[src/rtl/snake_timing_pkg.sv]
// Shared timing types and defaults for the snake core scheduler.
//   sched_state_e : scheduler FSM states (PAUSE, RUN, STEP)
//   *_DEF         : default timing constants for a 100 MHz clock
//   max_level()   : highest speed level before the period hits its floor
package snake_timing_pkg;

    typedef enum logic [1:0] {
        PAUSE = 2'd0,
        RUN   = 2'd1,
        STEP  = 2'd2
    } sched_state_e;

    localparam int unsigned PIX_DIV_DEF   = 4;
    localparam int unsigned TICK_BASE_DEF = 12_500_000;
    localparam int unsigned TICK_STEP_DEF = 1_250_000;
    localparam int unsigned TICK_MIN_DEF  = 2_500_000;
    localparam int unsigned CNT_W_DEF     = 24;
    localparam int unsigned LEVEL_W       = 4;

    // Number of period reductions that fit between the base period and the floor.
    function automatic int unsigned max_level(input int unsigned base,
                                              input int unsigned step_sz,
                                              input int unsigned floor_p);
        return (base - floor_p) / step_sz;
    endfunction

endpackage

[src/rtl/enable_divider.sv]
// Generic modulo-N counter producing a terminal-count pulse.
//   clk, rst_n : clock, async active-low reset
//   en         : count this cycle
//   clear      : force count to 0 (wins over en)
//   limit      : modulus N (>= 1); may change at runtime
//   tc_c       : combinational terminal count, high while en and count >= N-1
module enable_divider #(
    parameter int unsigned W = 8
) (
    input  logic         clk,
    input  logic         rst_n,
    input  logic         en,
    input  logic         clear,
    input  logic [W-1:0] limit,
    output logic         tc_c
);

    logic [W-1:0] cnt_q;
    logic [W-1:0] cnt_d;

    // >= rather than == so a limit that shrinks below the count wraps at once.
    always_comb begin
        tc_c  = en && (cnt_q >= (limit - W'(1)));
        cnt_d = cnt_q;
        if (clear) begin
            cnt_d = '0;
        end else if (en) begin
            cnt_d = tc_c ? '0 : (cnt_q + W'(1));
        end
    end

    always_ff @(posedge clk or negedge rst_n) begin
        if (!rst_n) begin
            cnt_q <= '0;
        end else begin
            cnt_q <= cnt_d;
        end
    end

endmodule

[src/rtl/game_tick_sched.sv]
// Timing scheduler for the snake core: single-clock enables for the pixel
// datapath and snake movement, plus pause / single-step / speed-up sequencing.
//   clock100    : 100 MHz system clock
//   reset_n     : async active-low reset
//   pause       : level, 1 requests PAUSE
//   step        : pulse, one tick while paused
//   grow        : pulse, food eaten (raises speed level when enabled)
//   pix_en      : one-cycle enable every PIX_DIV cycles
//   game_tick   : one-cycle enable advancing the snake one cell
//   speed_level : current speed level 0..MAX_LEVEL
//   running     : 1 while in RUN
// Optional feature macro: GAME_SPEEDUP_EN (grow-driven speed levels).
module game_tick_sched
    import snake_timing_pkg::*;
#(
    parameter int unsigned PIX_DIV   = PIX_DIV_DEF,
    parameter int unsigned TICK_BASE = TICK_BASE_DEF,
    parameter int unsigned TICK_STEP = TICK_STEP_DEF,
    parameter int unsigned TICK_MIN  = TICK_MIN_DEF,
    parameter int unsigned CNT_W     = CNT_W_DEF
) (
    input  logic               clock100,
    input  logic               reset_n,
    input  logic               pause,
    input  logic               step,
    input  logic               grow,
    output logic               pix_en,
    output logic               game_tick,
    output logic [LEVEL_W-1:0] speed_level,
    output logic               running
);

    localparam int unsigned PIX_W = $clog2(PIX_DIV + 1);

    sched_state_e state_q, state_d;
    logic         pix_en_q, pix_en_d;
    logic         game_tick_q, game_tick_d;
    logic         running_q, running_d;
    logic         pix_tc_c;
    logic         tick_tc_c;
    logic [CNT_W-1:0] period;

`ifdef GAME_SPEEDUP_EN
    localparam int unsigned PER_W     = CNT_W + 4;
    localparam int unsigned MAX_LEVEL = max_level(TICK_BASE, TICK_STEP, TICK_MIN);

    logic [LEVEL_W-1:0] level_q, level_d;
    logic [PER_W-1:0]   dec;
    logic [PER_W-1:0]   period_full;

    // Saturating speed level, advanced by grow in any state.
    always_comb begin
        level_d = level_q;
        if (grow && (level_q < LEVEL_W'(MAX_LEVEL))) begin
            level_d = level_q + LEVEL_W'(1);
        end
    end

    // Period at full width, floored at TICK_MIN; result always fits CNT_W.
    always_comb begin
        dec = PER_W'(level_q) * PER_W'(TICK_STEP);
        if ((dec + PER_W'(TICK_MIN)) > PER_W'(TICK_BASE)) begin
            period_full = PER_W'(TICK_MIN);
        end else begin
            period_full = PER_W'(TICK_BASE) - dec;
        end
    end

    always_ff @(posedge clock100 or negedge reset_n) begin
        if (!reset_n) begin
            level_q <= '0;
        end else begin
            level_q <= level_d;
        end
    end

    assign period      = CNT_W'(period_full);
    assign speed_level = level_q;
`else
    localparam int unsigned UNUSED_CFG = TICK_STEP + TICK_MIN;
    logic unused_grow;

    assign unused_grow = grow;
    assign period      = CNT_W'(TICK_BASE);
    assign speed_level = '0;
`endif

    // Free-running pixel enable divider.
    enable_divider #(
        .W (PIX_W)
    ) u_pix_div (
        .clk   (clock100),
        .rst_n (reset_n),
        .en    (1'b1),
        .clear (1'b0),
        .limit (PIX_W'(PIX_DIV)),
        .tc_c  (pix_tc_c)
    );

    // Game tick divider: counts only in RUN, restarted by a single step.
    enable_divider #(
        .W (CNT_W)
    ) u_tick_div (
        .clk   (clock100),
        .rst_n (reset_n),
        .en    (state_q == RUN),
        .clear (state_q == STEP),
        .limit (period),
        .tc_c  (tick_tc_c)
    );

    // Next state and registered-output inputs.
    always_comb begin
        state_d = state_q;
        unique case (state_q)
            PAUSE: begin
                if (!pause) begin
                    state_d = RUN;
                end else if (step) begin
                    state_d = STEP;
                end
            end
            RUN: begin
                if (pause) begin
                    state_d = PAUSE;
                end
            end
            STEP: begin
                state_d = pause ? PAUSE : RUN;
            end
            default: state_d = PAUSE;
        endcase

        pix_en_d    = pix_tc_c;
        // The step tick is registered on entry so it appears while in STEP.
        game_tick_d = tick_tc_c || (state_d == STEP);
        running_d   = (state_d == RUN);
    end

    always_ff @(posedge clock100 or negedge reset_n) begin
        if (!reset_n) begin
            state_q     <= PAUSE;
            pix_en_q    <= 1'b0;
            game_tick_q <= 1'b0;
            running_q   <= 1'b0;
        end else begin
            state_q     <= state_d;
            pix_en_q    <= pix_en_d;
            game_tick_q <= game_tick_d;
            running_q   <= running_d;
        end
    end

    assign pix_en    = pix_en_q;
    assign game_tick = game_tick_q;
    assign running   = running_q;

endmodule

[config.mk]
export PLATFORM = sky130hd
export DESIGN_NAME = game_tick_sched
export DESIGN_NICKNAME = d
export VERILOG_FILES = /design/src/rtl/snake_timing_pkg.sv /design/src/rtl/enable_divider.sv /design/src/rtl/game_tick_sched.sv
export SDC_FILE = /design/constraint.sdc
export NUM_CORES = 1
export LEC_CHECK = 0
export BUFFER_PORTS_ARGS = -buffer_cell sky130_fd_sc_hd__buf_2
export CAP_MARGIN = 20
export CORE_ASPECT_RATIO = 1.4
export CORE_MARGIN = 3
export CORE_UTILIZATION = 30
export DETAILED_ROUTE_END_ITERATION = 10
export PLACE_DENSITY = 0.43
export SYNTH_ARGS = -nofsm -noshare
export SYNTH_HDL_FRONTEND = slang
export SYNTH_HIERARCHICAL = 1
export SYNTH_SLANG_ARGS = --single-unit
[constraint.sdc]
create_clock -name clock100 -period 3.7 [get_ports clock100]
set_input_delay 0.74 -clock clock100 [delete_from_list [all_inputs] [get_ports clock100]]
set_output_delay 0.74 -clock clock100 [all_outputs]
set_load 0.01 [all_outputs]
# Word level (Yosys, flattened, before mapping)
# Cells that the tools add are included.
# Widths: inputs -> output; s select.
# word_totals
input_bits	5
register_bits	32
out_inout_bits	7
# classes
eq_ne	4
n_reduce_logical	4
order_cmp	2
add_sub_neg	2
n_mux	9
# op_table
operator	n
$mux 24	3
$add 24x1->24 const B	1
$ge 24x24->1 const B	1
$mux 2	3
$pmux 2 s3	1
$eq 2x1->1 const B	2
$eq 2x2->1 const B	2
$add 3x1->3 const B	1
$ge 3x2->1 const B	1
$mux 3	1
$logic_not 2->1	1
$reduce_bool 2->1	1
$logic_and 1x1->1	1
$logic_or 1x1->1	1
$mux 1	1

# Depth between registers and ports, before layout
# Gate-level depths: netlist of run 1.
# depth
ltp_word	5
ltp_mapped	16

# Modules after synthesis
# Netlist of run 1, hierarchy kept.
# modules_own_cells
module	instances	area_each_um2	seq_area_each_um2	cells_each
enable_divider (u_tick_div)	1	2362.3	600.6	293
enable_divider (u_pix_div)	1	275.3	75.1	28
game_tick_sched	1	217.7	125.1	17

# Worst setup path before layout of run 1
# OpenSTA, ideal clock, no wires.
# synth_timing
kind	reg2reg
from	register u_tick_div.cnt_q[4]
to	register game_tick_q, in the netlist game_tick
path_stages_with_launch	10
arrival_time_ps	2401
synth_period_minus_slack_ps	2525
slack_ps	1175
path_buffers	2
setup_time_ps	124
path_cell_list	dfrtp_1 -> ha_1 -> o211a_1 -> a2111oi_0 -> nor4_1 -> a311oi_2 -> buf_2 -> buf_2 -> nor2_1 -> or2_1
# synth_via
elab_chain_len	3
# synth_lines
item	line_no	rtl
start, declared	enable_divider.sv:18	logic [W-1:0] cnt_q;
start signal, assigned	enable_divider.sv:36	cnt_q <= cnt_d;
$ge 24x24->1	enable_divider.sv:23	tc_c = en && (cnt_q >= (limit - W'(1)));
$logic_and 1x1->1	enable_divider.sv:23	
via tick_tc_c	game_tick_sched.sv:40	logic tick_tc_c;
$logic_or 1x1->1	game_tick_sched.sv:136	game_tick_d = tick_tc_c || (state_d == STEP);
via game_tick_d	game_tick_sched.sv:37	logic game_tick_q, game_tick_d;
end signal, assigned	game_tick_sched.sv:149	game_tick_q <= game_tick_d;
end, declared	game_tick_sched.sv:37	
# The timed path passes the listed nets, and every way through them passes these cells.
# A chain may end at the register's enable or synchronous reset.

# Worst setup path in the final report of run 1
# Same ends and word-level chain as after synthesis.

==> results of run 1 <==
[sequential cells by signal, indices dropped and copies added, names as in the netlist]
| name | cells |
|---|---|
| u_tick_div/cnt_q | 24 |
| u_pix_div/cnt_q | 3 |
| running | 1 |
| pix_en | 1 |
| state_q | 2 |
| game_tick | 1 |
[cells in the final DEF, fill, tap and decap left out, types with 2 or more instances in the layout]
cell and instances:
a21oi_1 21, a22o_1 4, a22oi_1 2, a31o_2 4, a31oi_1 8, and2_1 5
and3_1 5, and4_1 3, buf_2 6, buf_4 3, clkbuf_16 5, conb_1 94
dfrtp_1 32, ha_1 31, inv_1 12, nand2_1 40, nand2b_1 2, nand3_1 17
nand3b_1 6, nand4_1 3, nand4b_1 4, nor2_1 27, nor3_1 12, nor4_1 8
nor4_4 2, o211ai_1 3, o21a_1 3, o21ai_0 13, o2bb2ai_1 3, or3_1 3
or4_4 2, xnor2_1 14, xor2_1 9
[cell families after synthesis]
logic type                 after synthesis  share of synthesized area
AOI/OAI and AO/OA                       73                     0.1713
xor gates and xnor gates                23                    0.07055
adders and majority gates               31                     0.1358
buffers and inverters                   26                    0.04075
DFF                                     32                     0.2805
muxes                                    1                   0.003944
other                                    2                   0.002630
and+or+nand+nor                        150                     0.2945
[final cells by class]
| cell class | count | area, um^2 |
|---|---|---|
| sequential | 32 | 800.8 |
| clock inverter | 2 | 35.03 |
| inverter | 12 | 45.04 |
| fill | 971 | 5620 |
| clock buffer | 6 | 128.9 |
| tap | 107 | 133.9 |
| multi-input combinational | 372 | 2295 |
| timing repair buffer | 10 | 72.57 |
[metal layers]
metal  wire, um  share of wire
met5          0              0
met2       3557           0.55
met3        121          0.019
met4         76          0.012
met1       2739           0.42
[worst reg2reg max path: stages, from the launching register on]
cell and delay [ns]:
dfrtp_1 0.44, ha_1 0.32, o211a_1 0.22, a2111oi_0 0.39, nor4_1 0.17, a311oi_4 0.65, buf_12 0.24, nor2_1 0.06
or2_1 0.25
[power groups by stage]
| stage | Combinational, W | Clock [W] | Sequential (W) |
|---|---|---|---|
| finish | 0.000570 | 0.000470 | 0.000601 |
| global route | 0.000676 | 0.000497 | 0.000625 |
| CTS | 0.000574 | 0.000486 | 0.000606 |
| detailed placement | 0.000570 | 0 | 0.000613 |
| global placement | 0.000558 | 0 | 0.000610 |
| floorplan | 0.000457 | 0 | 0.000556 |
[per-stage QoR]
stage          setup WS, ns  instances  hold slack, ns
5_1_grt              0.5618        541          0.5787
4_1_cts              0.7994        541          0.5486
2_1_floorplan         1.175        430          0.4444
3_3_place_gp         0.8187        533          0.5350
3_5_place_dp         0.8239        533          0.5406
6_report             0.8522        541          0.5397
[how the worst max path moves through the flow]
stage / endpoint / depth (start not counted) / slack, ns
detailed placement: game_tick / 8 / 0.82
global route: game_tick / 8 / 0.56
global placement: game_tick / 8 / 0.82
floorplan: game_tick / 9 / 1.17
CTS: game_tick / 8 / 0.80
finish: game_tick / 8 / 0.85
==> flow_summary.json, run 1 <==
{
  "portBuffers": 6,
  "p_per_area_nw_per_um2": 467.5,
  "start_util": 0.3127,
  "clock_latency_ns": 0.28,
  "crit_path_cell_trace": "ha_1, o211a_1, a2111oi_0, nor4_1, a311oi_4, buf_12, nor2_1, or2_1",
  "crit_path_start": "u_tick_div/cnt_q[4]",
  "power_frac_seq": 0.366,
  "power.internal_w": 0.001022,
  "layout.nets": 469,
  "p_comb_frac": 0.347,
  "path_clk_slew_ns": 0.05,
  "rrSetupSlack_ns": 0.85,
  "min_period_over_period": 0.7697,
  "grt.overflow.total": 0,
  "die_y_um": 121.4,
  "grt-busiest-layer": "met2",
  "ios": 12,
  "cts_root_buffer": "clkbuf_16",
  "skew_ns": 0.004021,
  "cts_resized": 0,
  "timing.fmax_mhz": 351.1,
  "r2r_cells": 8,
  "wl_per_cell_um": 12.00,
  "synth_most_common_cell": "nand2_1",
  "numCtsBuffers": 5,
  "slew_headroom": 0.3950,
  "end_kind": "flip-flop",
  "ys_seq_area_frac": 0.2805,
  "yosysTopAreaCell": "dfrtp_1",
  "crit_type": "flip-flop to flip-flop",
  "groute.usage.overall": 0.1385,
  "async_reset_ff_frac": 1.000,
  "syn_to_final_growth_pct": 22.96,
  "yosysWarnings": 6,
  "yosys.area.top_type_share": 0.2805,
  "synth_commonest_cells": "40 x nand2_1, 32 x dfrtp_1, 31 x ha_1",
  "ys_ff_latch": 32,
  "finalPower_w": 0.001641,
  "cts_hold_buf": 0,
  "peakVddDrop_v": 0.0002797,
  "antenna_cells": 0,
  "max_stage_delay_ns": 0.64,
  "clkSinkCount": 32,
  "clkPwrFrac": 0.287,
  "dp_hpwl_um": 5009,
  "final_util": 0.3845,
  "start_kind": "flip-flop",
  "worst-path-buf-inv": 1,
  "p_leak_nw": 1.616,
  "synth_edf_count": 0,
  "core-area_um2": 9131,
  "worst_pin_slew_ns": 0.9065,
  "routed_wirelength_um": 6494,
  "postPlaceCellArea_um2": 3347,
  "grt_max_degree": 33,
  "first_pass_iters": 4,
  "clock_path_buffers": 2,
  "via_per_inst": 4.656,
  "grt_use_met1": 0.1595,
  "p_sw_w": 0.0006197,
  "critical_path.top_delay_family": "compound AO/OA/AOI/OAI gates",
  "crit_required_ns": 3.86,
  "globalRouteMet3Util": 0.02038,
  "hold_path_class": "input port to async pin",
  "dieArea_um2": 10740,
  "syn_inst": 338,
  "globalplace.congestion": 0.7628,
  "use_met2": 0.2551,
  "switching_share": 0.3776,
  "grt_antenna_before_repair": 0,
  "rsz0062_at_grt": "false",
  "grt_pass1_wl_um": 11710,
  "syn_area_um2": 2855,
  "ys_types": 57,
  "r2r_end": "game_tick",
  "slew_viol_final": 0,
  "hold_violations": 0,
  "post_cts_buffers": 0,
  "maxCapViolCount": 0,
  "period_minus_slack_ns": 2.848,
  "critPathArrivalTime_ns": 3.01,
  "synth.area.top_cells": "dfrtp_1 28%, ha_1 14%, nand2_1 5.3%, xnor2_1 4.3%, a21oi_1 3.7%",
  "syn_avg_cell_area_um2": 8.447,
  "drive_gt1_frac": 0.08295,
  "fin_area_um2": 3511,
  "cts_tree": "yes",
  "synth_ff_type": "dfrtp_1",
  "slowest_stage": "a311oi_4",
  "row_count": 41,
  "grt_pass1_vias": 2536,
  "vias": 2519,
  "fin_setup_tns_ns": 0,
  "htree_num_levels": 2,
  "outcome": "completed",
  "drc": 0,
  "postRouteAntennaNets": 0,
  "timing.rr.start": "u_tick_div/cnt_q[4]",
  "dieWidth_um": 88.45,
  "critPathMaxFanout": 23,
  "setup_viol": 0,
  "drt_iter0_drc": 108
}
Note: power is estimated with default switching activity, not from simulation.
==> run 2: changes to the inputs <==
- PLACE_DENSITY: 0.43 -> 0.44
- clock period: 3.7 -> 2.5 ns (I/O delays scaled with it)
==> flow_summary.json, run 2 (synthesis gave the netlist of run 1 again) <==
{
  "outcome": "completed",
  "grt_pass1_wl_um": 11630,
  "grt.overflow.total": 0,
  "wl_per_cell_um": 11.84,
  "hold_violations": 0,
  "crit_type": "flip-flop to flip-flop",
  "slowest_stage": "dfrtp_1",
  "start_kind": "flip-flop",
  "peakVddDrop_v": 0.0004697,
  "grt_max_degree": 33,
  "portBuffers": 6,
  "max_stage_delay_ns": 0.39,
  "p_leak_nw": 1.670,
  "critPathArrivalTime_ns": 2.54,
  "worst_pin_slew_ns": 0.7865,
  "fin_area_um2": 3610,
  "row_count": 41,
  "grt_pass1_vias": 2404,
  "cts_root_buffer": "clkbuf_16",
  "ios": 12,
  "dieArea_um2": 10740,
  "syn_to_final_growth_pct": 26.42,
  "critPathMaxFanout": 4,
  "dp_hpwl_um": 5109,
  "final_common_cell": "conb_1",
  "drc": 0,
  "maxCapViolCount": 0,
  "cts_tree": "yes",
  "globalplace.congestion": 0.7421,
  "timing.fmax_mhz": 419.3,
  "vias": 2547,
  "crit_path_cell_trace": "ha_1, o211a_1, a2111oi_2, nor4_2, a311oi_4, buf_4, buf_4, a31o_2, a22o_1",
  "antenna_cells": 0,
  "numCtsBuffers": 5,
  "path_clk_slew_ns": 0.05,
  "postPlaceCellArea_um2": 3437,
  "mostFrequentLayoutCells": "94 x conb_1, 40 x nand2_1, 32 x dfrtp_1, 31 x ha_1, 27 x nor2_1",
  "end_kind": "flip-flop",
  "rsz0062_at_grt": "false",
  "groute.usage.overall": 0.1372,
  "skew_ns": 0.002963,
  "grt_antenna_before_repair": 0,
  "routed_wirelength_um": 6562,
  "slew_headroom": 0.4757,
  "drt_iter0_drc": 94,
  "clock_path_buffers": 2,
  "via_per_inst": 4.597,
  "core-area_um2": 9131,
  "crit_required_ns": 2.66,
  "crit_top_cell": "buf_4",
  "fin_setup_tns_ns": 0,
  "postRouteAntennaNets": 0,
  "top_register": "u_tick_div/cnt_q",
  "start_util": 0.3127,
  "largest_register_ffs": 24,
  "first_pass_iters": 4,
  "clock_latency_ns": 0.27,
  "clkSinkCount": 32,
  "period_minus_slack_ns": 2.385,
  "setup_viol": 0,
  "drive_gt1_frac": 0.1141,
  "slew_viol_final": 0,
  "min_period_over_period": 0.9539,
  "largestRegisters": "u_tick_div/cnt_q (24), u_pix_div/cnt_q (3), state_q (2)",
  "htree_num_levels": 2,
  "hold_path_class": "input port to async pin",
  "layout.nets": 482,
  "hold_slack_ns": 0.3123,
  "die_y_um": 121.4,
  "dieWidth_um": 88.45,
  "p_per_area_nw_per_um2": 682.3
}
==> run 2: cell types whose count changed in the layout (fill, tap and decap cells not counted), sizes merged <==
cell    before  now
bufinv       1    0
clkinv       1    0
clkbuf       6    8
buf         10   23
==> run 2: metal layers <==
metal / track usage / vias up / wire, um
met3: 0.02038 / 2 / 161
met5: 0 / - / 0
met1: 0.1692 / 1176 / 2802
li1: - / 1352 / -
met4: 0.03119 / 0 / 38
met2: 0.2467 / 17 / 3560
==> run 2: through the flow <==
step                utilization  power, W  setup WS (ns)  instances
finish                   0.3953  0.002463         0.1152        554
global route             0.3953  0.002703       0.001426        554
CTS                      0.3924  0.002475        0.01434        553
detailed placement       0.3764  0.001845        0.02895        545
global placement         0.3764  0.001815       0.007853        545
floorplan                     -  0.001502        0.03094        430
==> run 2: worst paths after layout <==
kind,slack [ns],cells after the start,end,startpoint
max reg2reg,0.12,9,u_tick_div/cnt_q[19],u_tick_div/cnt_q[6]
min reg2reg,0.54,1,state_q[1],state_q[1]
min,0.31,1,u_tick_div/cnt_q[3],reset_n
max in group asynchronous,1.69,1,pix_en,reset_n
max,0.12,9,u_tick_div/cnt_q[19],u_tick_div/cnt_q[6]
min in group clock100,0.41,2,state_q[0],pause
==> run 2: final cells by class <==
| class | instances | area, um^2 |
|---|---|---|
| well taps | 107 | 133.9 |
| flip-flops and latches | 32 | 800.8 |
| multi-input cells | 372 | 2313 |
| inverters | 12 | 45.04 |
| repair buffers | 23 | 170.2 |
| fillers | 976 | 5522 |
| clock buffers | 8 | 146.4 |
==> run 2: what timing repair did <==
action	4_1_cts	5_1_grt
resized for setup	0	4
buffers inserted	0	1
hold buffers	0	0
setup endpoints to repair	0	25
==> run 2: critical path, delay by kind of cell, from the launching register on <==
kind	cells	cell delay [ns]
simple gates	1	0.35
buf+inv	2	0.31
flops	1	0.39
compound gates	5	0.88
fa+ha+maj	1	0.34
==> run 2: power breakdown <==
part / switching [W] / internal, W / total [W]
registers: 0.000194 / 0.000661 / 0.000855
logic: 0.000537 / 0.000466 / 0.00100
clock network: 0.000208 / 0.000397 / 0.000605
